==> src/rtl/scaler_cfg_sequencer_if.sv <==
`default_nettype none
// ============================================================================
// Module   : scaler_cfg_sequencer_if
// Brief    : Configuration write handshake between the UART decoder and the
//            scaler configuration sequencer.
// Revision : 1.0
// ============================================================================
interface scaler_cfg_sequencer_if;
    logic        cfg_valid;
    logic        cfg_ready;
    logic [1:0]  cfg_addr;
    logic [11:0] cfg_wdata;

    modport master (
        output cfg_valid,
        output cfg_addr,
        output cfg_wdata,
        input  cfg_ready
    );

    modport slave (
        input  cfg_valid,
        input  cfg_addr,
        input  cfg_wdata,
        output cfg_ready
    );
endinterface
`default_nettype wire

==> src/rtl/scaler_cfg_sequencer.sv <==
`default_nettype none
// ============================================================================
// Module   : scaler_cfg_sequencer
// Brief    : Stages scaler configuration writes, validates each committed
//            set and applies it atomically at the next input frame start.
// Revision : 1.0
// ============================================================================
module scaler_cfg_sequencer #(
    parameter logic [11:0] C_MAX_DST_WIDTH  = 12'd2560,
    parameter logic [11:0] C_MAX_DST_HEIGHT = 12'd1440,
    parameter logic [11:0] C_MIN_DST_DIM    = 12'd16,
    parameter logic [11:0] C_DEF_DST_WIDTH  = 12'd2560,
    parameter logic [11:0] C_DEF_DST_HEIGHT = 12'd1440,
    parameter logic [8:0]  C_DEF_BI_A       = 9'd128,
    parameter logic [23:0] C_TIMEOUT_CYCLES = 24'd2000000
) (
    input  wire logic               clk_in2,
    input  wire logic               rst,
    scaler_cfg_sequencer_if.slave   cfg,
    input  wire logic               per_img_vsync,
    output logic [11:0]             c_dst_img_width,
    output logic [11:0]             c_dst_img_height,
    output logic [8:0]              bi_a,
    output logic [1:0]              out_model,
    output logic                    apply_pulse,
    output logic                    cfg_pending,
    output logic                    cfg_err,
    output logic                    timeout_flag,
    output logic [15:0]             frame_cnt
);

    typedef enum logic [1:0] {
        ST_IDLE  = 2'd0,
        ST_WAIT  = 2'd1,
        ST_APPLY = 2'd2
    } state_t;

    state_t      r_state;
    state_t      w_state_nxt;

    logic        r_vsync_d;
    logic        r_cfg_ready;
    logic [23:0] r_tmo_cnt;

    logic [11:0] r_stg_width;
    logic [11:0] r_stg_height;
    logic [8:0]  r_stg_bi_a;
    logic [1:0]  r_stg_model;

    logic        w_frame_start;
    logic        w_accept;
    logic        w_commit;
    logic        w_set_ok;
    logic        w_tmo_hit;
    logic        w_do_apply;

    assign w_frame_start = per_img_vsync & ~r_vsync_d;
    assign w_accept      = cfg.cfg_valid & r_cfg_ready;
    assign w_commit      = w_accept & (cfg.cfg_addr == 2'd3);
    assign w_set_ok      = (r_stg_width  >= C_MIN_DST_DIM) && (r_stg_width  <= C_MAX_DST_WIDTH) &&
                           (r_stg_height >= C_MIN_DST_DIM) && (r_stg_height <= C_MAX_DST_HEIGHT);
    assign w_tmo_hit     = (r_tmo_cnt == (C_TIMEOUT_CYCLES - 24'd1));
    assign w_do_apply    = (r_state == ST_WAIT) && (w_state_nxt == ST_APPLY);

    assign cfg.cfg_ready = r_cfg_ready;

    always_ff @(posedge clk_in2) begin
        if (rst) begin
            r_state <= ST_IDLE;
        end else begin
            r_state <= w_state_nxt;
        end
    end

    always_comb begin
        w_state_nxt = r_state;
        case (r_state)
            ST_IDLE: begin
                if (w_commit && w_set_ok) begin
                    w_state_nxt = ST_WAIT;
                end
            end
            ST_WAIT: begin
                if (w_frame_start || w_tmo_hit) begin
                    w_state_nxt = ST_APPLY;
                end
            end
            ST_APPLY: begin
                w_state_nxt = ST_IDLE;
            end
            default: begin
                w_state_nxt = ST_IDLE;
            end
        endcase
    end

    // Handshake and status outputs are registered copies of the next state.
    always_ff @(posedge clk_in2) begin
        if (rst) begin
            r_vsync_d        <= 1'b0;
            r_cfg_ready      <= 1'b0;
            r_tmo_cnt        <= 24'd0;
            r_stg_width      <= C_DEF_DST_WIDTH;
            r_stg_height     <= C_DEF_DST_HEIGHT;
            r_stg_bi_a       <= C_DEF_BI_A;
            r_stg_model      <= 2'd0;
            c_dst_img_width  <= C_DEF_DST_WIDTH;
            c_dst_img_height <= C_DEF_DST_HEIGHT;
            bi_a             <= C_DEF_BI_A;
            out_model        <= 2'd0;
            apply_pulse      <= 1'b0;
            cfg_pending      <= 1'b0;
            cfg_err          <= 1'b0;
            timeout_flag     <= 1'b0;
            frame_cnt        <= 16'd0;
        end else begin
            r_vsync_d   <= per_img_vsync;
            r_cfg_ready <= (w_state_nxt == ST_IDLE);
            cfg_pending <= (w_state_nxt == ST_WAIT);
            apply_pulse <= (w_state_nxt == ST_APPLY);

            if (w_frame_start) begin
                frame_cnt <= frame_cnt + 16'd1;
            end

            if (r_state == ST_WAIT) begin
                r_tmo_cnt <= r_tmo_cnt + 24'd1;
            end else begin
                r_tmo_cnt <= 24'd0;
            end

            if (w_accept) begin
                case (cfg.cfg_addr)
                    2'd0: r_stg_width  <= cfg.cfg_wdata;
                    2'd1: r_stg_height <= cfg.cfg_wdata;
                    2'd2: r_stg_bi_a   <= cfg.cfg_wdata[8:0];
                    default: begin
                        if (w_set_ok) begin
                            r_stg_model <= cfg.cfg_wdata[1:0];
                            cfg_err     <= 1'b0;
                        end else begin
                            // A rejected set is discarded so later partial writes start from what is live.
                            r_stg_width  <= c_dst_img_width;
                            r_stg_height <= c_dst_img_height;
                            r_stg_bi_a   <= bi_a;
                            r_stg_model  <= out_model;
                            cfg_err      <= 1'b1;
                        end
                    end
                endcase
            end

            if (w_do_apply) begin
                c_dst_img_width  <= r_stg_width;
                c_dst_img_height <= r_stg_height;
                bi_a             <= r_stg_bi_a;
                out_model        <= r_stg_model;
                timeout_flag     <= ~w_frame_start;
            end
        end
    end

endmodule
`default_nettype wire

==> src/flat_wrapper.sv <==
// flat-port wrapper written by rule: the top's interface ports become plain ports
module scaler_cfg_sequencer_flat 
#(
    parameter logic [11:0] C_MAX_DST_WIDTH  = 12'd2560,
    parameter logic [11:0] C_MAX_DST_HEIGHT = 12'd1440,
    parameter logic [11:0] C_MIN_DST_DIM    = 12'd16,
    parameter logic [11:0] C_DEF_DST_WIDTH  = 12'd2560,
    parameter logic [11:0] C_DEF_DST_HEIGHT = 12'd1440,
    parameter logic [8:0]  C_DEF_BI_A       = 9'd128,
    parameter logic [23:0] C_TIMEOUT_CYCLES = 24'd2000000
)
  (clk_in2, rst, per_img_vsync, c_dst_img_width, c_dst_img_height, bi_a, out_model, apply_pulse, cfg_pending, cfg_err, timeout_flag, frame_cnt, cfg_cfg_valid, cfg_cfg_addr, cfg_cfg_wdata, cfg_cfg_ready);
  scaler_cfg_sequencer_if cfg_i ();
  input  wire logic clk_in2;
  input  wire logic rst;
  input  wire logic per_img_vsync;
  output logic [11:0] c_dst_img_width;
  output logic [11:0] c_dst_img_height;
  output logic [8:0] bi_a;
  output logic [1:0] out_model;
  output logic apply_pulse;
  output logic cfg_pending;
  output logic cfg_err;
  output logic timeout_flag;
  output logic [15:0] frame_cnt;
  input wire logic [$bits(cfg_i.cfg_valid)-1:0] cfg_cfg_valid;
  input wire logic [$bits(cfg_i.cfg_addr)-1:0] cfg_cfg_addr;
  input wire logic [$bits(cfg_i.cfg_wdata)-1:0] cfg_cfg_wdata;
  output wire logic [$bits(cfg_i.cfg_ready)-1:0] cfg_cfg_ready;
  assign cfg_i.cfg_valid = cfg_cfg_valid;
  assign cfg_i.cfg_addr = cfg_cfg_addr;
  assign cfg_i.cfg_wdata = cfg_cfg_wdata;
  assign cfg_cfg_ready = cfg_i.cfg_ready;
  scaler_cfg_sequencer #(.C_MAX_DST_WIDTH(C_MAX_DST_WIDTH), .C_MAX_DST_HEIGHT(C_MAX_DST_HEIGHT), .C_MIN_DST_DIM(C_MIN_DST_DIM), .C_DEF_DST_WIDTH(C_DEF_DST_WIDTH), .C_DEF_DST_HEIGHT(C_DEF_DST_HEIGHT), .C_DEF_BI_A(C_DEF_BI_A), .C_TIMEOUT_CYCLES(C_TIMEOUT_CYCLES)) u_core (.clk_in2(clk_in2), .rst(rst), .cfg(cfg_i), .per_img_vsync(per_img_vsync), .c_dst_img_width(c_dst_img_width), .c_dst_img_height(c_dst_img_height), .bi_a(bi_a), .out_model(out_model), .apply_pulse(apply_pulse), .cfg_pending(cfg_pending), .cfg_err(cfg_err), .timeout_flag(timeout_flag), .frame_cnt(frame_cnt));
endmodule
==> config.mk <==
export PLATFORM = sky130hd
export DESIGN_NAME = scaler_cfg_sequencer_flat
export DESIGN_NICKNAME = d
export VERILOG_FILES = /design/src/rtl/scaler_cfg_sequencer_if.sv /design/src/rtl/scaler_cfg_sequencer.sv /design/src/flat_wrapper.sv
export SDC_FILE = /design/constraint.sdc
export NUM_CORES = 1
export LEC_CHECK = 0
export BUFFER_PORTS_ARGS = -buffer_cell sky130_fd_sc_hd__buf_2
export CAP_MARGIN = 5
export CORE_UTILIZATION = 40
export CTS_CLUSTER_SIZE = 30
export DETAILED_ROUTE_END_ITERATION = 16
export GPL_TIMING_DRIVEN = 0
export PLACE_DENSITY = 0.69
export SYNTH_ARGS = -nofsm -noshare
export SYNTH_HDL_FRONTEND = slang
export SYNTH_SLANG_ARGS = --single-unit
==> constraint.sdc <==
create_clock -name clk_in2 -period 2.4 [get_ports clk_in2]
set_input_delay 0.24 -clock clk_in2 [delete_from_list [all_inputs] [get_ports clk_in2]]
set_output_delay 0.24 -clock clk_in2 [all_outputs]
set_load 0.01 [all_outputs]
## After elaboration in Yosys (flattened, before gate mapping)

Cells that the tools add are included.

- Logic and storage cells: 72
- Flip-flop bits (word level): 118
- Bits of input ports: 18
- Output and inout port bits: 56

- Mux-type cells: 11
- Add/subtract/negate cells: 2
- Reduce and logical (&&, ||, !) cells: 18
- Magnitude comparators: 4
- Bitwise gates (word level): 10
- Equality and inequality tests: 10

Operators with widths:

| cell | number |
|---|---|
| one-hot mux 12 bit (2 select lines) | 2 |
| adder 24 x 1 -> 24 bit, second input constant | 1 |
| equality test 24 x 21 -> 1 bit, second input constant | 1 |
| greater-or-equal comparator 12 x 5 -> 1 bit, second input constant | 2 |
| two-way mux 12 bit | 2 |
| one-hot mux 9 bit (2 select lines) | 1 |
| adder 16 x 1 -> 16 bit, second input constant | 1 |
| <= comparator 12 x 11 -> 1 bit, second input constant | 1 |
| <= comparator 12 bit, second input constant | 1 |
| two-way mux 9 bit | 1 |
| AND reduction 3 bit | 3 |
| OR reduction 2 bit | 4 |
| NOT 1 bit | 7 |
| equality test 2 x 1 -> 1 bit, second input constant | 3 |
| equality test 2 bit, second input constant | 3 |
| zero test 2 bit | 3 |
| two-way mux 2 bit | 3 |
| != test 2 bit, second input constant | 3 |
| logical AND 1 bit | 5 |
| one-hot mux 2 bit (2 select lines) | 1 |
| AND 1 bit | 3 |
| OR reduction 3 bit | 1 |
| AND reduction 2 bit | 1 |
| logical OR 1 bit | 1 |
| two-way mux 1 bit | 1 |

## Logic depth before layout (Yosys ltp)

Gate-level depths: netlist of run 1.

- Depth after elaboration: 9
- Gate-level depth with buffers: 9
- Mapped depth without buffers: 7

## Worst setup path after synthesis of run 1

OpenSTA, ideal clock, no wires.

- Path kind: input-to-reg
- From: in cfg_cfg_addr[0]
- To: reg u_core.r_stg_height[1]
- Arrival time: 1.711 ns
- Setup slack: 0.568 ns
- Cell stages on the path: 7
- Required time: 2.278 ns
- Library setup time: 0.122 ns
- Path through: inv_1 -> ha_1 -> clkbuf_1 -> nor3_1 -> clkbuf_1 -> o311ai_0 -> a221o_1

- Word-level cells in the longest chain between the ends: 4
- Elaborated cells on any way between the ends: 8
- Classes of those cells: eq/ne: 3; mux: 1; bitwise: 1; reduce/logical: 3

Ends and longest elaborated chain:

| element | RTL line | source |
|---|---|---|
| start: declaration | flat_wrapper.sv:27 | `input wire logic [$bits(cfg_i.cfg_addr)-1:0] cfg_cfg_addr;` |
| equality test 2 bit / zero test 2 bit (equally long branches) | scaler_cfg_sequencer.sv:133 | `case (cfg.cfg_addr)` |
| OR reduction 2 bit (no source line) | n/a |  |
| NOT 1 bit (no source line) | n/a |  |
| AND reduction 3 bit (no source line) | n/a |  |
| end signal: assignment | scaler_cfg_sequencer.sv:135 | `2'd1: r_stg_height <= cfg.cfg_wdata;` |
| end signal: assignment | scaler_cfg_sequencer.sv:144 | `r_stg_height <= c_dst_img_height;` |
| end: declaration | scaler_cfg_sequencer.sv:46 | `logic [11:0] r_stg_height;` |

Parallel ways exist; a longest one is shown, timed or not.
A chain may end at the register's enable or synchronous reset.

## Final worst setup path of run 1

- From: reg u_core.r_cfg_ready, in the netlist u_core.cfg.cfg_ready
- To: reg u_core.r_stg_height[2]

- Word-level cells in the longest chain between the ends: 2

Ends and longest elaborated chain:

| element | RTL line | source |
|---|---|---|
| start: declaration | scaler_cfg_sequencer.sv:42 | `logic r_cfg_ready;` |
| start signal: assignment | scaler_cfg_sequencer.sv:118 | `r_cfg_ready <= (w_state_nxt == ST_IDLE);` |
| AND 1 bit | scaler_cfg_sequencer.sv:58 | `assign w_accept = cfg.cfg_valid & r_cfg_ready;` |
| AND reduction 3 bit (no source line) | n/a |  |

No other way between the ends.

==> impl_metrics.ini, run 1 <==
[outcome]
outcome = completed

[sta]
final_max_slew_viol_count = 0
hold_viol_final = 0
skew_ns = 0.00814
setup_slack_ns = 0.265
rsz0062_at_grt = false
setup_violations = 0
clock.fmax_ghz = 0.468
min_period_ns = 2.13
slew_headroom_pct = 53.9
tightest_slew_ns = 0.692
min_period_over_period_pct = 88.9

[global_route]
grt_usage_pct = 22.3
grtUsageMet3_pct = 7.14
top_usage_layer = met2
antenna_found_initial = 0
grt_first_pass_wirelength_um = 24800
met2_usage_pct = 35.3
use_met1_pct = 28.1
grt_max_degree = 17
overflow = 0
grt_pass1_vias = 4911

[route]
wl_per_cell_um = 17.3
wl_um = 15300
detail-route-antenna-nets = 0
drt-initial-drc-count = 363
vias = 5072
drc = 0
dr.pass1.iters = 5
via_per_inst = 5.74

[cts]
clock-sinks = 118
clockRootBuffer = clkbuf_16
cts_tree = built
cts_setup_buffers = 0
ctsHoldBuffers = 0
max-clock-path-buffers = 2
path_clk_slew_ns = 0.06
cts.repair.resized = 0
cts_made_buffers = 17
clkLatencyLatePin_ns = 0.42
htree_levels = 4

[flow_run]
maxCapViolCount = 0

[die]
start_util_pct = 41.2
io_pins = 74
die_h_um = 119
coreArea_um2 = 13300
die_area_um2 = 14200
rows = 42
die_w_um = 119

[placement]
dp_hpwl_um = 10700
dp_cells = 852
post_dp_cell_area_um2 = 6060
routabilityCongestion = 0.831
portBuffers = 73
pre_cts_slack_ns = -0.0147

[worst_setup_path]
crit_path_max_incr_delay_ns = 0.46
cp.required_ns = 2.70
crit_chain = nand2_1 > nor3_1 > clkbuf_1 > o311ai_0 > a221o_1
start_kind = flop
worst-setup-path-type = flop to flop
crit_path_end_kind = flop
cp_max_fo = 10
cp_slowest_cell = clkbuf_1
cp.arrival_ns = 2.44
worstReg2RegStart = u_core.cfg.cfg_ready
critPathLaunch = u_core.cfg.cfg_ready

[synth]
synth_flop_cell = dfxtp_1
synth-seq-cells = 118
syn_inst = 603
synth.avg_cell_area_um2 = 9.08
yosys.area.top_type = dfxtp_1
synth.distinct_cells = 60
ys_async_sr_fraction_pct = 0
netlist_top_cells_area = dfxtp_1 43%, nor2_1 4.6%, a22o_1 4.5%
synth_edf_count = 0
ys_seq_area_share_pct = 43.1
synth_top_area_share_pct = 43.1
yosys_warnings = 0
syn-num-nets = 627
netlist_area_um2 = 5480

[finish]
final_area_um2 = 6640
filler_cell_count = 1266
diodes = 0
nets = 719
final_cell_mix = 118 x dfxtp_1, 81 x buf_2, 67 x nor2_1, 46 x nand2_1, 28 x a22o_1
seq_area_um2 = 2360
instances_no_fill = 884
final_layout_size_suffix_gt1_share_pct = 19.1
area_growth_pct = 21.2
final_common_cell = dfxtp_1
multi_input_area_um2 = 2820
final_util_pct = 49.9

[power_and_ir_drop]
power_density_nw_per_um2 = 823
clockPowerShare_pct = 45.2
seq_power_share_pct = 38.5
worst_ir_drop_vdd_mv = 0.896
power.total_mw = 5.46
power.leakage_nw = 2.49
p_sw_share_pct = 28.2
power_switching_mw = 1.54
pwr-share-comb_pct = 16.4
p_int_mw = 3.92

[hold_path]
hp-start = per_img_vsync
worst_hold_path_type = input pin to flop
==> sequential cells by signal, summed over array words and instances (netlist names), 2 cells and up <==
register,flops
u_core.r_stg_bi_a,9
u_core.r_stg_model,2
u_core.r_stg_height,12
u_core.c_dst_img_height,12
u_core.frame_cnt,16
u_core.bi_a,9
u_core.r_state,2
u_core.out_model,2
u_core.r_tmo_cnt,24
u_core.r_stg_width,12
u_core.c_dst_img_width,12
==> worst max-delay path: cells and delay by family, from the launching register on <==
kind                   cells  cell delay (ns)
and+or+nand+nor            2             0.56
DFF                        1             0.38
buffers and inverters      1             0.46
AOI/OAI and AO/OA          2             0.61
==> cell usage after synthesis (3+ instances only) <==
library cell / instances
a211oi_1: 19
o21ai_0: 14
nand2b_1: 8
o22a_1: 6
and4_1: 3
buf_2: 8
a221o_1: 7
nand3b_1: 4
dfxtp_1: 118
o311ai_0: 9
nand4_1: 11
nor2b_1: 3
xnor2_1: 10
buf_4: 4
nor3_1: 6
nand3_1: 26
nor2_1: 67
and3_1: 11
o211ai_1: 4
a22o_1: 28
nand4b_1: 4
nand2_1: 46
clkbuf_1: 24
nor4_1: 8
or3_1: 8
mux2i_1: 21
a22oi_1: 10
ha_1: 6
xor2_1: 21
a21oi_1: 10
inv_1: 22
a31oi_1: 20
==> area by class of cell <==
type	count	share of cell area (%)
plain buffers	40	3.03
repair buffers	73	5.50
well taps	176	3.32
flip-flops and latches	118	35.6
clock inverters	10	1.55
multi-input cells	421	42.5
inverters	24	1.36
clock buffers	22	7.14
==> final timing paths <==
| check | end | slack (ns) | cells past startpoint |
|---|---|---|---|
| setup / recovery | u_core.r_stg_height[2] | 0.27 | 5 |
| hold / removal | u_core.r_vsync_d | 0.09 | 2 |
| setup reg to reg | u_core.r_stg_height[2] | 0.27 | 5 |
| hold reg to reg | u_core.r_tmo_cnt[0] | 0.46 | 1 |
==> metrics by stage <==
step                      TNS [ns]  hold WS (ns)
after floorplan                  0         0.368
after global placement           0         0.444
after detailed placement   -0.0171         0.449
after CTS                        0        0.0920
after global routing             0         0.113
final                            0        0.0942
==> power groups by stage <==
stage	registers, mW	logic, mW	clock network (mW)
global route	2.11	0.973	2.60
floorplan	2.12	0.634	0
finish	2.10	0.894	2.47
detailed placement	2.14	0.882	0
CTS	2.10	0.889	2.50
global placement	2.13	0.869	0
==> layer usage <==
metal | up-vias | routed length [um]
li1 | 2398 | -
met1 | 2421 | 6650
met2 | 221 | 7110
met3 | 32 | 1120
met4 | 0 | 425
met5 | - | 0
==> kinds of logic (layout without fill, tap and decap cells) <==
family	Yosys count	count (layout)	share of synthesized area [%]
compound gates	141	141	20.0
simple gates	222	222	21.4
fa+ha+maj	6	6	1.37
xor+xnor	31	31	4.96
mux	21	21	3.84
buf+inv	64	169	5.32
flops	118	118	43.1
Note: power is estimated with default switching activity, not from simulation.
==> run 2, diff against run 1 <==
--- a/config.mk
+++ b/config.mk
@@ -11,6 +11,7 @@
 export CTS_CLUSTER_SIZE = 30
 export DETAILED_ROUTE_END_ITERATION = 16
 export GPL_TIMING_DRIVEN = 0
+export MAX_ROUTING_LAYER = met4
 export PLACE_DENSITY = 0.69
 export SYNTH_ARGS = -nofsm -noshare
 export SYNTH_HDL_FRONTEND = slang
==> impl_metrics.ini, run 2 (synthesis results as in run 1) <==
[global_route]
grt_max_degree = 17
antenna_found_initial = 0
top_usage_layer = met2
overflow = 0
grt_first_pass_wirelength_um = 24800
grtUsageMet3_pct = 6.61
use_met1_pct = 28.2
grt_usage_pct = 22.9
grt_pass1_vias = 4901
met2_usage_pct = 35.3

[sta]
setup_slack_ns = 0.257
clock.fmax_ghz = 0.467
min_period_over_period_pct = 89.3
setup_violations = 0
final_max_slew_viol_count = 0
skew_ns = 0.00777
tightest_slew_ns = 0.692
hold_viol_final = 0
slew_headroom_pct = 53.9
rsz0062_at_grt = false
min_period_ns = 2.14

[finish]
diodes = 0
top_regs = u_core.r_tmo_cnt x24, u_core.frame_cnt x16
nets = 719
instances_no_fill = 884
filler_cell_count = 1266
largest_reg_flops = 24
final_common_cell = dfxtp_1
final_cell_mix = 118 x dfxtp_1, 81 x buf_2, 67 x nor2_1, 46 x nand2_1, 28 x a22o_1
area_growth_pct = 21.2
final_layout_size_suffix_gt1_share_pct = 19.1
top_register = u_core.r_tmo_cnt

[route]
dr.pass1.iters = 7
detail-route-antenna-nets = 0
via_per_inst = 5.73
wl_um = 15200
drc = 0
drt-initial-drc-count = 415
vias = 5061
wl_per_cell_um = 17.2

[die]
coreArea_um2 = 13300
die_area_um2 = 14200
die_h_um = 119
rows = 42
start_util_pct = 41.2
die_w_um = 119
io_pins = 74

[worst_setup_path]
cp_max_fo = 10
worst-setup-path-type = flop to flop
cp.arrival_ns = 2.44
start_kind = flop
crit_path_end_kind = flop
cp.required_ns = 2.70

[outcome]
outcome = completed

[hold_path]
worst_hold_path_type = input pin to flop

[cts]
cts.repair.resized = 0
path_clk_slew_ns = 0.06
cts_setup_buffers = 0
cts_made_buffers = 17
htree_levels = 4
clockRootBuffer = clkbuf_16
cts_tree = built
ctsHoldBuffers = 0
max-clock-path-buffers = 2
clock-sinks = 118
clkLatencyLatePin_ns = 0.42

[placement]
dp_cells = 852
routabilityCongestion = 0.844
dp_hpwl_um = 10700
pre_cts_slack_ns = -0.0147
portBuffers = 73

[power_and_ir_drop]
power.leakage_nw = 2.49
power_density_nw_per_um2 = 822
worst_ir_drop_vdd_mv = 0.899

[flow_run]
maxCapViolCount = 0
run 2: cell counts in the layout (fill, tap and decap cells not counted):
Identical to the previous run, type by type.
run 2: where the power goes:
group | total (mW) | internal [mW] | switching, mW | leakage [nW]
logic | 0.894 | 0.300 | 0.594 | 1.25
clock network | 2.47 | 1.59 | 0.873 | 0.289
registers | 2.10 | 2.03 | 0.0732 | 0.955
run 2: critical path: stages, from the launching register on:
cell and delay [ns]:
dfxtp_1 0.38, nand2_1 0.12, nor3_1 0.44, clkbuf_1 0.47
o311ai_0 0.27, a221o_1 0.34
run 2: area by class of cell:
type | instances | area (um^2) | share of cell area (%)
Clock buffer | 22 | 474 | 7.14
Clock inverter | 10 | 103 | 1.55
Sequential cell | 118 | 2360 | 35.6
Inverter | 24 | 90.1 | 1.36
Tap cell | 176 | 220 | 3.32
Timing Repair Buffer | 73 | 365 | 5.50
Multi-Input combinational cell | 421 | 2820 | 42.5
Buffer | 40 | 201 | 3.03
run 2: path summary, 6_finish.rpt:
check,from,to,slack (ns),cells past startpoint
max,u_core.cfg.cfg_ready,u_core.r_stg_height[2],0.26,5
min,per_img_vsync,u_core.r_vsync_d,0.1,2
max reg2reg,u_core.cfg.cfg_ready,u_core.r_stg_height[2],0.26,5
min reg2reg,u_core.r_tmo_cnt[0],u_core.r_tmo_cnt[0],0.46,1
run 2: stage by stage:
| step | hold WS (ns) | area [um^2] | TNS, ns | utilization, % | power (mW) |
|---|---|---|---|---|---|
| global placement | 0.444 | 6060 | 0 | 45.6 | 3.00 |
| global route | 0.115 | 6640 | 0 | 49.9 | 5.67 |
| CTS | 0.0920 | 6640 | 0 | 49.9 | 5.49 |
| detailed placement | 0.449 | 6060 | -0.0171 | 45.6 | 3.02 |
| finish | 0.0952 | 6640 | 0 | 49.9 | 5.46 |
| floorplan | 0.368 | 5480 | 0 | - | 2.75 |
run 2: layer usage:
| metal | part of all wire (%) | vias up |
|---|---|---|
| met1 | 43 | 2412 |
| met3 | 7.3 | 33 |
| met4 | 2.8 | 0 |
| met2 | 47 | 218 |
| met5 | 0 | - |
| li1 | - | 2398 |
